$ cat src/rtl/sdram_param.sv
// Shared SDRAM command codes, arbiter state encodings and the command-bus payload type.
package sdram_param;

  localparam int unsigned CMD_W  = 4;
  localparam int unsigned ADDR_W = 12;
  localparam int unsigned BANK_W = 2;
  localparam int unsigned WDOG_W = 10;

  // {CS_n, RAS_n, CAS_n, WE_n}
  typedef enum logic [CMD_W-1:0] {
    CMD_MRS = 4'b0000,
    CMD_ARF = 4'b0001,
    CMD_PRE = 4'b0010,
    CMD_ACT = 4'b0011,
    CMD_WR  = 4'b0100,
    CMD_RD  = 4'b0101,
    CMD_NOP = 4'b0111
  } sdram_cmd_e;

  typedef enum logic [2:0] {
    ST_INIT  = 3'd0,
    ST_ARBIT = 3'd1,
    ST_AREF  = 3'd2,
    ST_WRITE = 3'd3,
    ST_READ  = 3'd4
  } arb_state_e;

  typedef struct packed {
    logic [CMD_W-1:0]  cmd;
    logic [ADDR_W-1:0] a_addr;
    logic [BANK_W-1:0] bank;
  } sdram_bus_t;

  localparam sdram_bus_t BUS_NOP = '{cmd: CMD_NOP, a_addr: '0, bank: '0};

endpackage

$ cat src/rtl/sdram_arbit_if.sv
// Requester, init-sequencer and SDRAM-pin signals of the arbiter; master is the arbiter side.
interface sdram_arbit_if;
  import sdram_param::*;

  logic              INIT_DONE;
  logic [CMD_W-1:0]  INIT_CMD;
  logic [ADDR_W-1:0] INIT_A_ADDR;
  logic [BANK_W-1:0] INIT_BANK_ADDR;

  logic              ARF_req;
  logic              ARF_access;
  logic              REF_DONE;
  logic [CMD_W-1:0]  COMMAND_REF;
  logic [ADDR_W-1:0] ARF_A_ADDR;
  logic [BANK_W-1:0] ARF_BANK_ADDR;

  logic              WR_req;
  logic              WR_access;
  logic              WR_DONE;
  logic [CMD_W-1:0]  WR_CMD;
  logic [ADDR_W-1:0] WR_A_ADDR;
  logic [BANK_W-1:0] WR_BANK_ADDR;

  logic              RD_req;
  logic              RD_access;
  logic              RD_DONE;
  logic [CMD_W-1:0]  RD_CMD;
  logic [ADDR_W-1:0] RD_A_ADDR;
  logic [BANK_W-1:0] RD_BANK_ADDR;

  logic [CMD_W-1:0]  SDRAM_CMD;
  logic [ADDR_W-1:0] SDRAM_A_ADDR;
  logic [BANK_W-1:0] SDRAM_BANK_ADDR;
  logic [2:0]        ARB_STATE;
  logic              WDOG_ERR;

  modport master (
    input  INIT_DONE, INIT_CMD, INIT_A_ADDR, INIT_BANK_ADDR,
    input  ARF_req, REF_DONE, COMMAND_REF, ARF_A_ADDR, ARF_BANK_ADDR,
    input  WR_req, WR_DONE, WR_CMD, WR_A_ADDR, WR_BANK_ADDR,
    input  RD_req, RD_DONE, RD_CMD, RD_A_ADDR, RD_BANK_ADDR,
    output ARF_access, WR_access, RD_access,
    output SDRAM_CMD, SDRAM_A_ADDR, SDRAM_BANK_ADDR, ARB_STATE, WDOG_ERR
  );

  modport slave (
    output INIT_DONE, INIT_CMD, INIT_A_ADDR, INIT_BANK_ADDR,
    output ARF_req, REF_DONE, COMMAND_REF, ARF_A_ADDR, ARF_BANK_ADDR,
    output WR_req, WR_DONE, WR_CMD, WR_A_ADDR, WR_BANK_ADDR,
    output RD_req, RD_DONE, RD_CMD, RD_A_ADDR, RD_BANK_ADDR,
    input  ARF_access, WR_access, RD_access,
    input  SDRAM_CMD, SDRAM_A_ADDR, SDRAM_BANK_ADDR, ARB_STATE, WDOG_ERR
  );

endinterface

$ cat src/rtl/sdram_wdog.sv
// Owner-hold watchdog: counts owned cycles since the last clear and flags the cycle
// in which the owned-cycle count reaches the limit.
module sdram_wdog #(
  parameter int unsigned W = 10
) (
  input  logic         clk_i,
  input  logic         rst_i,
  input  logic         clear_i,
  input  logic         enable_i,
  input  logic [W-1:0] limit_i,
  output logic         expire_o
);

  logic [W-1:0] count_q;
  logic [W-1:0] count_d;
  logic         expire_q;
  logic         expire_d;

  // expire_q is precomputed so it is high in the cycle whose owned count equals the limit
  always_comb begin
    count_d = count_q;
    if (clear_i) begin
      count_d = '0;
    end else if (enable_i) begin
      count_d = count_q + W'(1);
    end
    expire_d = ((W+1)'(count_d) + (W+1)'(1)) >= (W+1)'(limit_i);
  end

  always_ff @(posedge clk_i) begin
    if (rst_i) begin
      count_q  <= '0;
      expire_q <= 1'b0;
    end else begin
      count_q  <= count_d;
      expire_q <= expire_d;
    end
  end

  assign expire_o = expire_q;

endmodule

$ cat src/rtl/sdram_arbit.sv
// SDRAM command-bus arbiter: init pass-through, then refresh > write/read (alternating)
// with non-preemptive ownership, one-cycle grant pulses and a hold watchdog.
module sdram_arbit
  import sdram_param::*;
#(
  parameter logic [WDOG_W-1:0] WDOG_MAX = 10'd1023
) (
  input logic           Sys_clk,
  input logic           Rst,
  sdram_arbit_if.master bus_if
);

  arb_state_e state_q;
  logic       last_wr_q;
  logic       arf_acc_q;
  logic       wr_acc_q;
  logic       rd_acc_q;
  logic       wdog_err_q;
  sdram_bus_t sdram_q;

  sdram_bus_t init_bus_c;
  sdram_bus_t arf_bus_c;
  sdram_bus_t wr_bus_c;
  sdram_bus_t rd_bus_c;
  sdram_bus_t owner_bus_c;
  logic       owner_c;
  logic       done_c;
  logic       wdog_expire;

  assign init_bus_c = {bus_if.INIT_CMD, bus_if.INIT_A_ADDR, bus_if.INIT_BANK_ADDR};
  assign arf_bus_c  = {bus_if.COMMAND_REF, bus_if.ARF_A_ADDR, bus_if.ARF_BANK_ADDR};
  assign wr_bus_c   = {bus_if.WR_CMD, bus_if.WR_A_ADDR, bus_if.WR_BANK_ADDR};
  assign rd_bus_c   = {bus_if.RD_CMD, bus_if.RD_A_ADDR, bus_if.RD_BANK_ADDR};

  assign owner_c = (state_q == ST_AREF) || (state_q == ST_WRITE) || (state_q == ST_READ);

  // Only the current owner's bus and DONE are visible; everything else is ignored
  always_comb begin
    owner_bus_c = BUS_NOP;
    done_c      = 1'b0;
    case (state_q)
      ST_AREF: begin
        owner_bus_c = arf_bus_c;
        done_c      = bus_if.REF_DONE;
      end
      ST_WRITE: begin
        owner_bus_c = wr_bus_c;
        done_c      = bus_if.WR_DONE;
      end
      ST_READ: begin
        owner_bus_c = rd_bus_c;
        done_c      = bus_if.RD_DONE;
      end
      default: ;
    endcase
  end

  sdram_wdog #(
    .W (WDOG_W)
  ) u_wdog (
    .clk_i    (Sys_clk),
    .rst_i    (Rst),
    .clear_i  (!owner_c),
    .enable_i (owner_c),
    .limit_i  (WDOG_MAX),
    .expire_o (wdog_expire)
  );

  always_ff @(posedge Sys_clk) begin
    if (Rst) begin
      state_q    <= ST_INIT;
      last_wr_q  <= 1'b0;
      arf_acc_q  <= 1'b0;
      wr_acc_q   <= 1'b0;
      rd_acc_q   <= 1'b0;
      wdog_err_q <= 1'b0;
      sdram_q    <= BUS_NOP;
    end else begin
      arf_acc_q <= 1'b0;
      wr_acc_q  <= 1'b0;
      rd_acc_q  <= 1'b0;
      case (state_q)
        ST_INIT: begin
          sdram_q <= init_bus_c;
          if (bus_if.INIT_DONE) begin
            state_q <= ST_ARBIT;
          end
        end
        ST_ARBIT: begin
          sdram_q <= BUS_NOP;
          // Refresh first; on a write/read tie the side not granted last wins
          if (bus_if.ARF_req) begin
            state_q   <= ST_AREF;
            arf_acc_q <= 1'b1;
          end else if (bus_if.WR_req && (!bus_if.RD_req || !last_wr_q)) begin
            state_q   <= ST_WRITE;
            wr_acc_q  <= 1'b1;
            last_wr_q <= 1'b1;
          end else if (bus_if.RD_req) begin
            state_q   <= ST_READ;
            rd_acc_q  <= 1'b1;
            last_wr_q <= 1'b0;
          end
        end
        ST_AREF, ST_WRITE, ST_READ: begin
          if (done_c) begin
            state_q <= ST_ARBIT;
            sdram_q <= owner_bus_c;
          end else if (wdog_expire) begin
            state_q    <= ST_ARBIT;
            sdram_q    <= BUS_NOP;
            wdog_err_q <= 1'b1;
          end else begin
            sdram_q <= owner_bus_c;
          end
        end
        default: begin
          state_q <= ST_INIT;
          sdram_q <= BUS_NOP;
        end
      endcase
    end
  end

  assign bus_if.ARF_access      = arf_acc_q;
  assign bus_if.WR_access       = wr_acc_q;
  assign bus_if.RD_access       = rd_acc_q;
  assign bus_if.SDRAM_CMD       = sdram_q.cmd;
  assign bus_if.SDRAM_A_ADDR    = sdram_q.a_addr;
  assign bus_if.SDRAM_BANK_ADDR = sdram_q.bank;
  assign bus_if.ARB_STATE       = state_q;
  assign bus_if.WDOG_ERR        = wdog_err_q;

endmodule
$ cat src/flat_wrapper.sv
// flat-port wrapper written by rule: the top's interface ports become plain ports
module sdram_arbit_flat import sdram_param::*;
#(
  parameter logic [WDOG_W-1:0] WDOG_MAX = 10'd1023
)
  (Sys_clk, Rst, bus_if_INIT_DONE, bus_if_INIT_CMD, bus_if_INIT_A_ADDR, bus_if_INIT_BANK_ADDR, bus_if_ARF_req, bus_if_REF_DONE, bus_if_COMMAND_REF, bus_if_ARF_A_ADDR, bus_if_ARF_BANK_ADDR, bus_if_WR_req, bus_if_WR_DONE, bus_if_WR_CMD, bus_if_WR_A_ADDR, bus_if_WR_BANK_ADDR, bus_if_RD_req, bus_if_RD_DONE, bus_if_RD_CMD, bus_if_RD_A_ADDR, bus_if_RD_BANK_ADDR, bus_if_ARF_access, bus_if_WR_access, bus_if_RD_access, bus_if_SDRAM_CMD, bus_if_SDRAM_A_ADDR, bus_if_SDRAM_BANK_ADDR, bus_if_ARB_STATE, bus_if_WDOG_ERR);
  sdram_arbit_if bus_if_i ();
  input logic Sys_clk;
  input logic Rst;
  input wire logic [$bits(bus_if_i.INIT_DONE)-1:0] bus_if_INIT_DONE;
  input wire logic [$bits(bus_if_i.INIT_CMD)-1:0] bus_if_INIT_CMD;
  input wire logic [$bits(bus_if_i.INIT_A_ADDR)-1:0] bus_if_INIT_A_ADDR;
  input wire logic [$bits(bus_if_i.INIT_BANK_ADDR)-1:0] bus_if_INIT_BANK_ADDR;
  input wire logic [$bits(bus_if_i.ARF_req)-1:0] bus_if_ARF_req;
  input wire logic [$bits(bus_if_i.REF_DONE)-1:0] bus_if_REF_DONE;
  input wire logic [$bits(bus_if_i.COMMAND_REF)-1:0] bus_if_COMMAND_REF;
  input wire logic [$bits(bus_if_i.ARF_A_ADDR)-1:0] bus_if_ARF_A_ADDR;
  input wire logic [$bits(bus_if_i.ARF_BANK_ADDR)-1:0] bus_if_ARF_BANK_ADDR;
  input wire logic [$bits(bus_if_i.WR_req)-1:0] bus_if_WR_req;
  input wire logic [$bits(bus_if_i.WR_DONE)-1:0] bus_if_WR_DONE;
  input wire logic [$bits(bus_if_i.WR_CMD)-1:0] bus_if_WR_CMD;
  input wire logic [$bits(bus_if_i.WR_A_ADDR)-1:0] bus_if_WR_A_ADDR;
  input wire logic [$bits(bus_if_i.WR_BANK_ADDR)-1:0] bus_if_WR_BANK_ADDR;
  input wire logic [$bits(bus_if_i.RD_req)-1:0] bus_if_RD_req;
  input wire logic [$bits(bus_if_i.RD_DONE)-1:0] bus_if_RD_DONE;
  input wire logic [$bits(bus_if_i.RD_CMD)-1:0] bus_if_RD_CMD;
  input wire logic [$bits(bus_if_i.RD_A_ADDR)-1:0] bus_if_RD_A_ADDR;
  input wire logic [$bits(bus_if_i.RD_BANK_ADDR)-1:0] bus_if_RD_BANK_ADDR;
  output wire logic [$bits(bus_if_i.ARF_access)-1:0] bus_if_ARF_access;
  output wire logic [$bits(bus_if_i.WR_access)-1:0] bus_if_WR_access;
  output wire logic [$bits(bus_if_i.RD_access)-1:0] bus_if_RD_access;
  output wire logic [$bits(bus_if_i.SDRAM_CMD)-1:0] bus_if_SDRAM_CMD;
  output wire logic [$bits(bus_if_i.SDRAM_A_ADDR)-1:0] bus_if_SDRAM_A_ADDR;
  output wire logic [$bits(bus_if_i.SDRAM_BANK_ADDR)-1:0] bus_if_SDRAM_BANK_ADDR;
  output wire logic [$bits(bus_if_i.ARB_STATE)-1:0] bus_if_ARB_STATE;
  output wire logic [$bits(bus_if_i.WDOG_ERR)-1:0] bus_if_WDOG_ERR;
  assign bus_if_i.INIT_DONE = bus_if_INIT_DONE;
  assign bus_if_i.INIT_CMD = bus_if_INIT_CMD;
  assign bus_if_i.INIT_A_ADDR = bus_if_INIT_A_ADDR;
  assign bus_if_i.INIT_BANK_ADDR = bus_if_INIT_BANK_ADDR;
  assign bus_if_i.ARF_req = bus_if_ARF_req;
  assign bus_if_i.REF_DONE = bus_if_REF_DONE;
  assign bus_if_i.COMMAND_REF = bus_if_COMMAND_REF;
  assign bus_if_i.ARF_A_ADDR = bus_if_ARF_A_ADDR;
  assign bus_if_i.ARF_BANK_ADDR = bus_if_ARF_BANK_ADDR;
  assign bus_if_i.WR_req = bus_if_WR_req;
  assign bus_if_i.WR_DONE = bus_if_WR_DONE;
  assign bus_if_i.WR_CMD = bus_if_WR_CMD;
  assign bus_if_i.WR_A_ADDR = bus_if_WR_A_ADDR;
  assign bus_if_i.WR_BANK_ADDR = bus_if_WR_BANK_ADDR;
  assign bus_if_i.RD_req = bus_if_RD_req;
  assign bus_if_i.RD_DONE = bus_if_RD_DONE;
  assign bus_if_i.RD_CMD = bus_if_RD_CMD;
  assign bus_if_i.RD_A_ADDR = bus_if_RD_A_ADDR;
  assign bus_if_i.RD_BANK_ADDR = bus_if_RD_BANK_ADDR;
  assign bus_if_ARF_access = bus_if_i.ARF_access;
  assign bus_if_WR_access = bus_if_i.WR_access;
  assign bus_if_RD_access = bus_if_i.RD_access;
  assign bus_if_SDRAM_CMD = bus_if_i.SDRAM_CMD;
  assign bus_if_SDRAM_A_ADDR = bus_if_i.SDRAM_A_ADDR;
  assign bus_if_SDRAM_BANK_ADDR = bus_if_i.SDRAM_BANK_ADDR;
  assign bus_if_ARB_STATE = bus_if_i.ARB_STATE;
  assign bus_if_WDOG_ERR = bus_if_i.WDOG_ERR;
  sdram_arbit #(.WDOG_MAX(WDOG_MAX)) u_core (.Sys_clk(Sys_clk), .Rst(Rst), .bus_if(bus_if_i));
endmodule
$ cat config.mk
export PLATFORM = sky130hd
export DESIGN_NAME = sdram_arbit_flat
export DESIGN_NICKNAME = d
export VERILOG_FILES = /design/src/rtl/sdram_param.sv /design/src/rtl/sdram_arbit_if.sv /design/src/rtl/sdram_wdog.sv /design/src/rtl/sdram_arbit.sv /design/src/flat_wrapper.sv
export SDC_FILE = /design/constraint.sdc
export NUM_CORES = 1
export LEC_CHECK = 0
export ABC_AREA = 1
export CELL_PAD_IN_SITES_DETAIL_PLACEMENT = 0
export CELL_PAD_IN_SITES_GLOBAL_PLACEMENT = 1
export CORE_AREA = 2 2 96 98
export CTS_BUF_LIST = sky130_fd_sc_hd__clkbuf_4 sky130_fd_sc_hd__clkbuf_8 sky130_fd_sc_hd__clkbuf_16
export CTS_CLUSTER_DIAMETER = 60
export DETAILED_ROUTE_END_ITERATION = 10
export DIE_AREA = 0 0 98 100
export PLACE_DENSITY = 0.85
export SLEW_MARGIN = 10
export SYNTH_ARGS = -nofsm -noshare
export SYNTH_HDL_FRONTEND = slang
export SYNTH_HIERARCHICAL = 1
export SYNTH_SLANG_ARGS = --single-unit
$ cat constraint.sdc
create_clock -name Sys_clk -period 6.9 [get_ports Sys_clk]
set_clock_uncertainty 0.1 [all_clocks]
set_input_delay 1.38 -clock Sys_clk [delete_from_list [all_inputs] [get_ports Sys_clk]]
set_output_delay 1.38 -clock Sys_clk [all_outputs]
set_load 0.05 [all_outputs]
==> results of run 1 <==
-- worst min-delay path by stage --
stage / end / slack (ns) / depth (start not counted)
floorplan: u_core/last_wr_q$_SDFFE_PP0P_ / 0.35 / 2
global placement: u_core/bus_if.WDOG_ERR$_SDFFE_PP0P_ / 0.34 / 2
detailed placement: u_core/bus_if.WDOG_ERR$_SDFFE_PP0P_ / 0.35 / 2
CTS: u_core/bus_if.WDOG_ERR$_SDFFE_PP0P_ / 0.36 / 2
global route: u_core/bus_if.WDOG_ERR$_SDFFE_PP0P_ / 0.38 / 2
finish: u_core/bus_if.WDOG_ERR$_SDFFE_PP0P_ / 0.35 / 2
-- per-layer routing --
layer  vias up  part of all wire [%]  GRT usage [%]
met3        10                   5.1           4.18
met4         0                   2.1           5.66
met5         -                     0              0
li1       1516                     -              -
met2        66                    50           28.9
met1      1265                    43           18.5
-- power breakdown --
| group | switching [mW] | internal, mW |
|---|---|---|
| logic | 0.460 | 0.232 |
| clock network | 0.0806 | 0.0791 |
| registers | 0.0380 | 0.256 |
| total | 0.578 | 0.567 |
-- layout make-up --
| cell class | count | area (sq um) |
|---|---|---|
| Tap cell | 111 | 139 |
| Sequential cell | 37 | 741 |
| Inverter | 54 | 205 |
| Clock buffer | 6 | 82.6 |
| Multi-Input combinational cell | 321 | 1710 |
| Fill cell | 896 | 4940 |
| Timing Repair Buffer | 106 | 1060 |
| Clock inverter | 1 | 7.51 |
-- kinds of logic (layout without fill, tap and decap cells) --
kind of cell,Yosys count,in the layout
other cells,1,10
compound gates,34,34
simple gates,260,260
xor+xnor,5,5
fa+ha+maj,12,12
buf+inv,67,167
flops,37,37
-- cells in the final DEF (no fill, tap or decap), types with 3 or more instances in the layout --
cell type / Yosys / layout
inv_1: 45 / 45
clkbuf_8: 0 / 6
nor2_1: 36 / 36
nand2_2: 4 / 4
inv_2: 7 / 7
ha_1: 12 / 12
xor2_1: 5 / 5
nor2_4: 6 / 6
a21oi_1: 21 / 21
conb_1: 1 / 10
nor2_2: 5 / 5
a21oi_2: 9 / 9
clkdlybuf4s50_1: 0 / 105
nand3_1: 37 / 37
nand4_1: 10 / 10
dfxtp_1: 37 / 37
nand2_4: 3 / 3
nand2_1: 142 / 142
nand3_2: 6 / 6
-- stage by stage --
| stage | instance area, sq um | std cells | power [mW] |
|---|---|---|---|
| global placement | 3860 | 629 | 0.992 |
| floorplan | 2760 | 425 | 0.826 |
| detailed placement | 3860 | 629 | 0.996 |
| CTS | 3950 | 636 | 1.16 |
| finish | 3950 | 636 | 1.15 |
| global route | 3950 | 636 | 1.24 |
-- tightest hold or removal path, stage by stage (launching register included) --
cell and delay, ns:
dfxtp_1 0.31, inv_1 0.05, a21oi_1 0.05
-- sequential cells by signal, summed over array words and instances (netlist names) --
register / cells
u_core/u_wdog/count_q: 10
u_core/bus_if.SDRAM_A_ADDR: 12
u_core/bus_if.RD_access: 1
u_core/bus_if.WR_access: 1
u_core/bus_if.ARF_access: 1
u_core/bus_if.SDRAM_CMD: 4
u_core/u_wdog/expire_o: 1
u_core/bus_if.WDOG_ERR: 1
u_core/last_wr_q: 1
u_core/bus_if.SDRAM_BANK_ADDR: 2
u_core/bus_if.ARB_STATE: 3
==> metrics.txt, run 1 <==
status=finished, final reports clean; leading area contributor after synthesis=dfxtp_1; first-pass GRT wire length=12800 um; maximum vdd drop=0.177 mV; num ports=106; worst r2r dst=u_core/u_wdog/expire_o$_SDFF_PP0_; worst r2r src=u_core/bus_if.ARB_STATE[0]$_SDFFE_PP0P_; CTS H-tree lvls=2; critical path class=reg -> reg; TritonCTS clock tree=built; Final Max Slew Viols=0; antenna violations before repair=0; chip height=100 um; row cnt=35; CTS Hold Buffers Added=0; Max transition margin=49.6%; setup tns final=0 ns; LEAKAGE=1.83 nW; adder-cell area share of the yosys netlist=5.50%; maxcap violations=0; fmax=283 MHz; CP Buf/Inv Count=4; CP startpoint kind=register; Cells after Synth=416; CTS Root Cell=clkbuf_8; Area contributors post-synth=dfxtp_1 (27%), nand2_1 (20%), nand3_1 (6.8%), inv_1 (6.2%), ha_1 (5.5%); Bufs on Longest Clock Path=2; Detailed Route WL=7720 um; cts repair resizes=0; Detailed Route Iter0 Violations=77; area growth from synthesis to layout=44.7%; gp weighted congestion=0.820; min-delay src=u_core/bus_if.WDOG_ERR$_SDFFE_PP0P_; CP Depth=25; CTS Sinks=37; FF-to-FF setup slack=3.37 ns; post-CTS setup buffers=0; Final Critical Period=3.53 ns; die width=98 um; synthesis-stage register bit count=37; Num CTS Buffers=5; ratio of cells with drive above 1 in the final layout=11.0%; Worst EP required=6.98 ns; cell with the most instances after synthesis=nand2_1; die area=9800 sq um; post-DP HPWL=6190 um; CP most frequent cell=nand2_1; Place WS=3.39 ns; Worst-Margin Slew=0.753 ns; Antenna Diode Count=0; Final ANT Viol Nets=0; drt first pass iters=4; critical path arrival=3.61 ns; nets=618; Syn. warnings=6; via count=2857; Post-Syn Area=2730 sq um; worst stage delay on the critical path=0.59 ns; sequential-to-total area share from yosys stat=27.2%; Critical-path top delay cell=dfxtp_1; critical path startpoint=u_core/bus_if.ARB_STATE[0]$_SDFFE_PP0P_; largest net degree at the start of global routing=32; final setup violation count=0; XOR/XNOR share of the synthesized area=1.61%; crit path to=u_core/u_wdog/expire_o$_SDFF_PP0_; Post-synth EDFFs=0; Synth top area share=27.2%; worst setup margin=3.37 ns; Final Hold Vio Count=0; Compound-Gate Fraction of Synth Area=8.17%; IO buf count=105; vias in the first global route=2809; smallest hold slack=0.354 ns; later-pin clock latency in the skew report=0.29 ns; CP delay by family, top=simple AND/OR/NAND/NOR gates; WL/cell=12.1 um; core area=8890 sq um; main combinational cell family by area after synthesis=simple AND/OR/NAND/NOR gates; Critical Path Sink Type=register; Total GRT Usage=16.1%; vias per cell=4.49; Synth cell types=35; Synth Area per Inst=6.56 sq um; Final period util=51.1%; worst min path class=reg -> reg; Crit Path Max Fanout=10; cells on worst reg2reg path=25; global route overflow=0; unrepaired setup endpoints after global routing=no; post-synthesis mux area share=0%; DRC violations left=0; top cells by count, synth=nand2_1 (142), inv_1 (45), dfxtp_1 (37), nand3_1 (37), nor2_1 (36); initial core utilization=30.7%; Reg clk slew, reported paths=0.08 ns; Post-synth top flop=dfxtp_1; asr flop ratio synth=0%; Post-Synth Simple-Gate Area=46.1%; final core occ=44.4%; pwr/cell area=290 nW/um^2
(Power assumes the default switching activity.)
==> run 2: changes to the inputs <==
--- a/config.mk
+++ b/config.mk
@@ -8,12 +8,12 @@
 export ABC_AREA = 1
 export CELL_PAD_IN_SITES_DETAIL_PLACEMENT = 0
 export CELL_PAD_IN_SITES_GLOBAL_PLACEMENT = 1
-export CORE_AREA = 2 2 96 98
+export CORE_AREA = 2 2 104 106
 export CTS_BUF_LIST = sky130_fd_sc_hd__clkbuf_4 sky130_fd_sc_hd__clkbuf_8 sky130_fd_sc_hd__clkbuf_16
 export CTS_CLUSTER_DIAMETER = 60
 export DETAILED_ROUTE_END_ITERATION = 10
-export DIE_AREA = 0 0 98 100
-export PLACE_DENSITY = 0.85
+export DIE_AREA = 0 0 106 108
+export PLACE_DENSITY = 0.77
 export SLEW_MARGIN = 10
 export SYNTH_ARGS = -nofsm -noshare
 export SYNTH_HDL_FRONTEND = slang
==> constraint.sdc (replaced) <==
create_clock -name Sys_clk -period 3 [get_ports Sys_clk]
set_clock_uncertainty 0.1 [all_clocks]
set_input_delay 0.6 -clock Sys_clk [delete_from_list [all_inputs] [get_ports Sys_clk]]
set_output_delay 0.6 -clock Sys_clk [all_outputs]
set_load 0.05 [all_outputs]
==> run 2 against run 1 <==
  * Clock power up 140%
  * Largest cell class unchanged
  * Flip-flop and latch count stayed put
  * Total power increased by 150%
  * Combinational power rose to 2.6 times the previous value
  * Largest power group unchanged
  * Cell count increased by 6.3%
  * Die area rose by 17%
  * Worst hold slack barely moved
  * Fmax up 28%
  * Critical path depth is 5 lower
  * Design area increased by 6.2%
  * Sequential share of layout area down 0.82 points
==> metrics.txt, run 2 (same netlist as run 1, synthesis figures left out) <==
later-pin clock latency in the skew report=0.30 ns; Final Max Slew Viols=0; drt first pass iters=4; critical path class=reg -> reg; num ports=106; Reg area=752 sq um; gp weighted congestion=0.859; chip height=108 um; GR Util met3=3.44%; Final ANT Viol Nets=0; CP most frequent cell=nand2_1; CP Buf/Inv Count=4; first-pass GRT wire length=13000 um; LEAKAGE=1.90 nW; Antenna Diode Count=0; Crit Path Max Fanout=6; maxcap violations=0; IO buf count=105; setup tns final=0 ns; Num CTS Buffers=5; row cnt=37; CP startpoint kind=register; Bufs on Longest Clock Path=2; Top Usage Layer GRT=met2; TritonCTS clock tree=built; fmax=363 MHz; final core occ=40.9%; Total GRT Usage=14.4%; most frequent cells in the layout=nand2_1 (138), clkdlybuf4s50_1 (105), inv_1 (41); met1 Use GR=16.2%; final setup violation count=0; FILL cells=1064; largest net degree at the start of global routing=32; Final period util=92.0%; CTS Hold Buffers Added=0; Worst-Margin Slew=0.775 ns; WL/cell=12.3 um; CP delay by family, top=simple AND/OR/NAND/NOR gates; Detailed Route Iter0 Violations=141; met2 Usage GRT=27.0%; worst min path class=reg -> reg; Worst EP required=3.10 ns; placed insts=660; status=finished, final reports clean; leading cell type in the layout, fill and taps excluded=nand2_1; maximum vdd drop=0.417 mV; crit path cell chain=inv_4 > nor2_4 > a21oi_4 > inv_2 > buf_4 > nand2_4 > nor2_8 > nand4_2 > o21bai_1 > nor2_4 > xor2_1 > inv_1 > ha_1 > nand3_1 > nand3b_1 > nand3_1 > nand2_1 > nand2_1 > nand2_1 > nand2_1; CTS Sinks=37; area occupied by multi-input gates=1800 sq um; critical path arrival=2.86 ns; max reg flops=12; DRC violations left=0; Critical-path top delay cell=dfxtp_4; via count=2947; nets=632; core area=10200 sq um; worst stage delay on the critical path=0.40 ns; CTS Root Cell=clkbuf_8; antenna violations before repair=0; Final Critical Period=2.76 ns; area growth from synthesis to layout=53.6%; post-DP HPWL=6560 um; global route overflow=0; Reg clk slew, reported paths=0.09 ns; initial core utilization=26.7%; vias per cell=4.36; pwr/cell area=677 nW/um^2; vias in the first global route=2840; die area=11400 sq um; die width=106 um; Critical Path Sink Type=register; Max transition margin=48.2%; Finished Layout Cells=676; Detailed Route WL=8330 um; Final Hold Vio Count=0; CTS H-tree lvls=2; ratio of cells with drive above 1 in the final layout=16.7%
-- run 2: worst reg2reg max path, stage by stage, from the launching register on --
cell,delay (ns)
dfxtp_4,0.40
inv_4,0.05
nor2_4,0.13
a21oi_4,0.05
inv_2,0.10
buf_4,0.16
nand2_4,0.08
nor2_8,0.14
nand4_2,0.12
o21bai_1,0.27
nor2_4,0.08
xor2_1,0.16
inv_1,0.08
ha_1,0.29
nand3_1,0.08
nand3b_1,0.10
nand3_1,0.08
nand2_1,0.05
nand2_1,0.05
nand2_1,0.05
nand2_1,0.04
-- run 2: repair_timing --
item                       in CTS  in global routing
hold endpoints to repair        0                  0
pin swaps                       0                  6
gates resized for setup         0                 20
setup endpoints to repair       1                  1
buffers inserted                1                  7
-- run 2: routing by layer --
metal | share of wire, % | up-vias | routed length, um
met3 | 6.0 | 6 | 497
met5 | 0 | - | 0
met1 | 41 | 1310 | 3440
met4 | 1.2 | 0 | 102
li1 | - | 1550 | -
met2 | 52 | 81 | 4300
-- run 2: final cells by class --
type,instances,area share [%]
sequential,37,18.0
clock inverter,1,0.179
clock buffer,7,2.15
multi-input combinational,321,42.9
timing repair buffer,120,27.8
tap,136,4.06
inverter,54,5.02
-- run 2: where the power goes --
group	internal, mW	leakage [nW]	switching (mW)
clock	0.196	0.0479	0.188
combinational	0.641	1.55	1.15
sequential	0.601	0.304	0.0594
total	1.44	1.90	1.40
-- run 2: final timing paths --
| check | from | to | slack, ns | cells past startpoint |
|---|---|---|---|---|
| worst max-delay path | u_core/bus_if.ARB_STATE[1]$_SDFFE_PP0P_ | u_core/u_wdog/expire_o$_SDFF_PP0_ | 0.24 | 20 |
| worst max register to register | u_core/bus_if.ARB_STATE[1]$_SDFFE_PP0P_ | u_core/u_wdog/expire_o$_SDFF_PP0_ | 0.24 | 20 |
| worst min-delay path | u_core/bus_if.WDOG_ERR$_SDFFE_PP0P_ | u_core/bus_if.WDOG_ERR$_SDFFE_PP0P_ | 0.35 | 2 |
| worst min register to register | u_core/bus_if.WDOG_ERR$_SDFFE_PP0P_ | u_core/bus_if.WDOG_ERR$_SDFFE_PP0P_ | 0.35 | 2 |
-- run 2: through the flow --
step / setup WS (ns) / cell area [sq um] / hold WS (ns) / total power [mW]
after CTS: 0.0839 / 4060 / 0.360 / 2.77
after detailed placement: 0.0254 / 3950 / 0.348 / 2.35
after floorplan: 0.0174 / 2780 / 0.350 / 1.93
after global placement: 0.153 / 3950 / 0.340 / 2.36
final: 0.241 / 4190 / 0.354 / 2.84
after global routing: -0.00570 / 4190 / 0.379 / 3.06
